==> src/rtl/mem_port_arbiter4_pkg.sv <==
`default_nettype none
// ============================================================================
//  Module      : mem_port_arbiter4_pkg
//  Description : Shared constants, state encoding and index/one-hot helpers
//                for the four-requester memory port arbiter.
//  Revision    : 1.0 - initial release
// ============================================================================
package mem_port_arbiter4_pkg;

    localparam int NUM_REQ = 4;
    localparam int IDX_W   = 2;

    // Arbiter state encoding
    localparam logic [0:0] ST_IDLE = 1'b0;
    localparam logic [0:0] ST_OWN  = 1'b1;

    // Requester index <-> one-hot grant encodings
    localparam logic [IDX_W-1:0]   IDX_REQ0 = 2'd0;   // instruction fetch
    localparam logic [IDX_W-1:0]   IDX_REQ1 = 2'd1;   // load/store
    localparam logic [IDX_W-1:0]   IDX_REQ2 = 2'd2;   // DMA
    localparam logic [IDX_W-1:0]   IDX_REQ3 = 2'd3;   // debug
    localparam logic [NUM_REQ-1:0] OH_REQ0  = 4'b0001;
    localparam logic [NUM_REQ-1:0] OH_REQ1  = 4'b0010;
    localparam logic [NUM_REQ-1:0] OH_REQ2  = 4'b0100;
    localparam logic [NUM_REQ-1:0] OH_REQ3  = 4'b1000;

    // Binary requester index to one-hot grant vector
    function automatic logic [NUM_REQ-1:0] idx_to_onehot(input logic [IDX_W-1:0] idx);
        logic [NUM_REQ-1:0] oh;
        case (idx)
            IDX_REQ0: oh = OH_REQ0;
            IDX_REQ1: oh = OH_REQ1;
            IDX_REQ2: oh = OH_REQ2;
            IDX_REQ3: oh = OH_REQ3;
            default:  oh = '0;
        endcase
        return oh;
    endfunction

endpackage
`default_nettype wire

==> src/rtl/mem_port_arbiter4_rr_pick4.sv <==
`default_nettype none
// ============================================================================
//  Module      : rr_pick4
//  Description : Combinational round-robin pick over four requesters. The
//                winner is the first set request scanning ptr, ptr+1, ...
//                modulo four.
//  Revision    : 1.0 - initial release
// ============================================================================
module rr_pick4
    import mem_port_arbiter4_pkg::*;
(
    input  logic [NUM_REQ-1:0] req,
    input  logic [IDX_W-1:0]   ptr,
    output logic [NUM_REQ-1:0] win_onehot,
    output logic [IDX_W-1:0]   win_idx,
    output logic               any
);

    logic [IDX_W-1:0] w_cand;

    // Cyclic scan from ptr; the first set request wins, later ones are masked
    always_comb begin
        win_idx = '0;
        any     = 1'b0;
        w_cand  = '0;
        for (int k = 0; k < NUM_REQ; k++) begin
            w_cand = ptr + IDX_W'(k);
            if (!any && req[w_cand]) begin
                any     = 1'b1;
                win_idx = w_cand;
            end
        end
    end

    assign win_onehot = any ? idx_to_onehot(win_idx) : '0;

endmodule
`default_nettype wire

==> src/rtl/mem_port_arbiter4.sv <==
`default_nettype none
// ============================================================================
//  Module      : mem_port_arbiter4
//  Description : Round-robin burst arbiter sharing one 32-bit operand port
//                among four requesters. Holds ownership across multi-beat
//                bursts, drives the operand-mux select and forces release
//                after MAX_BEATS accepted beats.
//  Revision    : 1.0 - initial release
// ============================================================================
module mem_port_arbiter4
    import mem_port_arbiter4_pkg::*;
#(
    parameter int MAX_BEATS = 16,
    parameter int CNT_W     = 5
) (
    input  logic               clk,
    input  logic               rst_n,
    input  logic [NUM_REQ-1:0] req,
    input  logic [NUM_REQ-1:0] last,
    input  logic               ready,
    output logic [NUM_REQ-1:0] grant,
    output logic [IDX_W-1:0]   sel,
    output logic               busy,
    output logic               timeout
);

    // Count value on which the final permitted beat is accepted
    localparam logic [CNT_W-1:0] c_last_beat = CNT_W'(MAX_BEATS - 1);

    logic [0:0]         r_state;
    logic [NUM_REQ-1:0] r_grant;
    logic [IDX_W-1:0]   r_sel;
    logic [IDX_W-1:0]   r_ptr;
    logic [CNT_W-1:0]   r_count;
    logic               r_timeout;

    logic [IDX_W-1:0]   w_owner;
    logic               w_own;
    logic               w_beat;
    logic               w_rel_last;
    logic               w_rel_force;
    logic               w_abandon;
    logic               w_release;
    logic [IDX_W-1:0]   w_pick_ptr;
    logic [NUM_REQ-1:0] w_win_onehot;
    logic [IDX_W-1:0]   w_win_idx;
    logic               w_any;

    // sel always tracks the owner while a grant is held
    assign w_owner = r_sel;
    assign w_own   = (r_state == ST_OWN);

    // Beat and release qualification; only the owner's req/last matter
    assign w_beat      = w_own & req[w_owner] & ready;
    assign w_rel_last  = w_beat & last[w_owner];
    assign w_rel_force = w_beat & ~last[w_owner] & (r_count == c_last_beat);
    assign w_abandon   = w_own & ~req[w_owner];
    assign w_release   = w_rel_last | w_rel_force | w_abandon;

    // On a release the pointer moves past the owner in the same cycle, so the
    // pick below already sees the rotated priority and no bubble is inserted.
    assign w_pick_ptr = w_own ? (w_owner + 2'd1) : r_ptr;

    rr_pick4 u_pick (
        .req        (req),
        .ptr        (w_pick_ptr),
        .win_onehot (w_win_onehot),
        .win_idx    (w_win_idx),
        .any        (w_any)
    );

    // Ownership FSM, priority pointer, beat counter and timeout pulse
    always_ff @(posedge clk or negedge rst_n) begin
        if (!rst_n) begin
            r_state   <= ST_IDLE;
            r_grant   <= '0;
            r_sel     <= '0;
            r_ptr     <= '0;
            r_count   <= '0;
            r_timeout <= 1'b0;
        end else begin
            r_timeout <= 1'b0;
            case (r_state)
                ST_IDLE: begin
                    if (w_any) begin
                        r_state <= ST_OWN;
                        r_grant <= w_win_onehot;
                        r_sel   <= w_win_idx;
                        r_count <= '0;
                    end
                end
                ST_OWN: begin
                    if (w_release) begin
                        r_ptr     <= w_pick_ptr;
                        r_count   <= '0;
                        r_timeout <= w_rel_force;
                        if (w_any) begin
                            r_grant <= w_win_onehot;
                            r_sel   <= w_win_idx;
                        end else begin
                            r_state <= ST_IDLE;
                            r_grant <= '0;
                        end
                    end else if (w_beat) begin
                        r_count <= r_count + CNT_W'(1);
                    end
                end
                default: begin
                    r_state <= ST_IDLE;
                    r_grant <= '0;
                end
            endcase
        end
    end

    assign grant   = r_grant;
    assign sel     = r_sel;
    assign busy    = |r_grant;
    assign timeout = r_timeout;

endmodule
`default_nettype wire

==> config.mk <==
export PLATFORM = sky130hd
export DESIGN_NAME = mem_port_arbiter4
export DESIGN_NICKNAME = d
export VERILOG_FILES = /design/src/rtl/mem_port_arbiter4_pkg.sv /design/src/rtl/mem_port_arbiter4_rr_pick4.sv /design/src/rtl/mem_port_arbiter4.sv
export SDC_FILE = /design/constraint.sdc
export NUM_CORES = 1
export LEC_CHECK = 0
export BUFFER_PORTS_ARGS = -buffer_cell sky130_fd_sc_hd__buf_4
export CORE_MARGIN = 1
export CORE_UTILIZATION = 55
export DETAILED_ROUTE_END_ITERATION = 8
export GPL_TIMING_DRIVEN = 0
export PLACE_DENSITY = 0.9
export SETUP_SLACK_MARGIN = 0.02
export SYNTH_ARGS = -nofsm -noshare
export SYNTH_HDL_FRONTEND = slang
export SYNTH_SLANG_ARGS = --single-unit
==> constraint.sdc <==
create_clock -name clk -period 5.3 [get_ports clk]
set_input_delay 0.265 -clock clk [delete_from_list [all_inputs] [get_ports clk]]
set_output_delay 0.265 -clock clk [all_outputs]
set_load 0.01 [all_outputs]
==> results summary <==
In this run the worst path has a maximum fanout of 10. The fraction of layout cells with a size suffix above 1 is 24.2%. The width of the die is 43.3 µm. Counting distinct cell types in the post-synthesis netlist gives 37. The end-of-flow core utilization is 73.3%.

The largest clock skew in the final design came out at 0.00441 ns. The prevailing post-synth register cell is sky130_fd_sc_hd__dfrtp_1. Walking the worst path, the cells encountered are buf_6, mux4_2, nand4b_4, nand2b_4, or3_1, o21ai_0.

The peak per-stage delay on the critical path is 0.52 ns. The initial cell density of the core came out at 60.8%. The sum of overflow across all layers after global routing came out at 0. The worst setup path is launched from a register.

The core footprint is 1540 µm². The time the final worst path needs with I/O delays and setup is 1.91 ns. The clock tree root driver cell is sky130_fd_sc_hd__clkbuf_4. In the routed design, unresolved DRC markers number 0. The placed wire-length estimate came out at 1.64 mm. The power density relative to cell area came out at 471 nW/µm². The footprint of the flip-flops and latches is 375 µm². The detailed-route via count is 881. The peak clock frequency supported by timing came out at 0.523 GHz. Setup violations remaining at the end of the flow were counted as 0. TritonCTS built the clock tree. Yosys instantiated no cell more often than sky130_fd_sc_hd__dfrtp_1. The data required time at the worst endpoint came out at 5.51 ns. The relative area change from synthesis to final layout came out at 20.6%. The maximum number of buffers from clock root to sink came out at 2. The synthesized area is 937 µm². The synthesized design contains 15 register bits.

The arrival time at the worst endpoint came out at 2.13 ns. The clock transition at the register clock pins on the worst setup and hold paths after CTS came out at 0.09 ns. The share of async-settable or async-resettable flops after synthesis is 100%.

The routed wire length came out at 2.18 mm. The area taken by multi-input logic gates is 512 µm². The number of fill cells in the layout is 107. The post-synthesis instance total is 97. The depth of the CTS H-tree came out at 1. In the post-synthesis netlist, the biggest area contributors are sky130_fd_sc_hd__dfrtp_1 40%, sky130_fd_sc_hd__nand2_1 5.2%, sky130_fd_sc_hd__o21ai_0 4.8%. The worst setup path is of the reg2reg kind. The number of enable-type register cells in the synthesized netlist is 0. The antenna cell count is 0. The setup slack of the critical path after layout came out at 3.39 ns.

The period utilization is 36.1%. The per-instance average area after synthesis is 9.66 µm². The share of the yosys chip area belonging to registers is 40.1%. After the first detailed-routing iteration, the DRC count stood at 33. The relative max-transition margin came out at 63.2%.

The worst setup path is captured at a register. The overall die height is 43.3 µm. The synthesis warning total came out at 0. The flow ran to the end, and the final reports show no timing, DRC or antenna violations.

The via count of the first global-routing pass came out at 820. The share of synthesized area in the top cell type comes to 40.1%. The number of placement rows came out at 14. The buffer count from post-CTS setup fixing is 0. The kind of cell with the highest combined delay on the critical path is simple AND/OR/NAND/NOR gates.

The clock network latency to the later pin of the worst-skew pair came out at 0.30 ns. The number of nets in the synthesized netlist is 110. The full die area is 1870 µm².

Input and output buffers added on the ports amount to 18. The initial antenna violation count came to 0. Across the VDD grid, the largest voltage drop is 0.268 mV.

The mean number of vias per cell is 6.48. The number of ports placed on the die boundary came out at 19. The maximum number of pins on one net before global-route repair is 16. The total clock buffers created by CTS came out at 3. The length of the first detailed-routing pass in iterations is 4. The last weighted congestion value of the routability-driven placer came out at 0.902. The antenna violation net count after detailed routing came out at 0. The count of pins over their slew limit came out at 0. The combined global-route utilization of all metal layers came out at 26.5%.

The synthesized design spends more area on one cell type than any other, namely sky130_fd_sc_hd__dfrtp_1. The first global-routing pass estimated 3.63 mm of wire. The worst setup slack before clock tree synthesis is 3.41 ns. The max-cap check violation count is 0.

The worst-margin pin slew came out at 0.547 ns. The buffering stage count on the worst path with inverters included is 1. The class of the tightest hold or removal check is in2reg. CTS saw 15 sinks. The leakage dissipation is 0.000531 µW. For the final routed database, the setup TNS stands at 0 ns. After detailed routing, the average wire length per cell comes to 16.1 µm. The number of hold-slack violations in the final timing report is 0. Among all stages on the critical path, the largest delay is contributed by sky130_fd_sc_hd__mux4_2. The number of nets in the finished design came out at 134.

After synthesis, the most frequently instantiated cells are 15 x sky130_fd_sc_hd__dfrtp_1, 13 x sky130_fd_sc_hd__nand2_1, 9 x sky130_fd_sc_hd__o21ai_0. Setup repair after global routing left no endpoint under its margin. Setup slack on the worst reg-to-reg path comes out at 3.39 ns.
## per-layer routing
layer | GRT usage, % | wire [µm] | vias up
met2 | 40.3 | 1040 | 49
li1 | - | - | 414
met3 | 5.96 | 134 | 7
met1 | 34.6 | 953 | 411
met4 | 14.5 | 54 | 0
met5 | 0 | 0 | -
## worst reg2reg max path, cell delays in order, from the launching register on
cell and delay (ns):
sky130_fd_sc_hd__dfrtp_1 0.37, sky130_fd_sc_hd__buf_6 0.15, sky130_fd_sc_hd__mux4_2 0.52, sky130_fd_sc_hd__nand4b_4 0.19
sky130_fd_sc_hd__nand2b_4 0.17, sky130_fd_sc_hd__or3_1 0.33, sky130_fd_sc_hd__o21ai_0 0.09
## sequential cells by signal, indices dropped and copies added (netlist names)
register  count
r_state       1
r_ptr         2
r_count       5
sel           2
grant         4
timeout       1
## path summary, 6_finish.rpt
path / startpoint / endpoint / depth (start not counted)
max reg2reg: sel[0] / r_count[3] / 6
min reg2reg: r_count[4] / r_count[4] / 2
min: ready / timeout / 3
max in group asynchronous: rst_n / r_state / 2
max: sel[0] / r_count[3] / 6
min in group asynchronous: rst_n / r_ptr[1] / 2
## cell families (layout without fill, tap and decap cells)
kind of cell / after synthesis / in the layout / share of synthesized area (%)
xor+xnor: 1 / 1 / 0.935
buf+inv: 11 / 34 / 5.34
fa+ha+maj: 2 / 2 / 2.67
mux: 2 / 2 / 5.21
flops: 15 / 15 / 40.1
simple gates: 35 / 35 / 22.0
compound gates: 31 / 31 / 23.8
## final cells by class
class	count	area share, %
Sequential cell	15	33.2
Buffer	3	1.77
Tap cell	16	1.77
Multi-Input combinational cell	71	45.3
Clock inverter	1	0.443
Inverter	8	2.66
Timing Repair Buffer	19	12.8
Clock buffer	3	1.99
## metrics by stage
stage                     total power, µW  cell area, µm²  instances  hold slack, ns
final                                 532            1130        136           0.253
after global routing                  565            1130        136           0.263
after CTS                             532            1130        136           0.253
after detailed placement              458            1090        131           0.131
after global placement                445            1090        131           0.126
after floorplan                       365             937         97         -0.0306
## cell usage in the layout (no fill, tap or decap), types with 2 or more instances in the layout
master	instances
sky130_fd_sc_hd__ha_1	2
sky130_fd_sc_hd__o21ai_0	9
sky130_fd_sc_hd__inv_1	8
sky130_fd_sc_hd__a21oi_1	2
sky130_fd_sc_hd__nor2_1	6
sky130_fd_sc_hd__a31oi_1	2
sky130_fd_sc_hd__dfrtp_1	15
sky130_fd_sc_hd__o2111ai_1	2
sky130_fd_sc_hd__nand2_1	13
sky130_fd_sc_hd__nand3_1	3
sky130_fd_sc_hd__clkbuf_4	3
sky130_fd_sc_hd__o31ai_1	6
sky130_fd_sc_hd__a211o_1	2
sky130_fd_sc_hd__nand3b_1	3
sky130_fd_sc_hd__buf_4	18
## power by group
group / leakage (µW) / total (µW) / internal, µW / switching, µW
combinational: 0.000321 / 287 / 133 / 155
sequential: 0.000193 / 173 / 147 / 26.3
clock: 0.0000177 / 71.4 / 28.2 / 43.2
total: 0.000531 / 532 / 308 / 224
## repair_timing
action	CTS	global route
resized for setup	0	0
endpoints found under the hold margin	15	0
hold buffers	1	0
No activity file was read; power rests on OpenSTA's default activity.
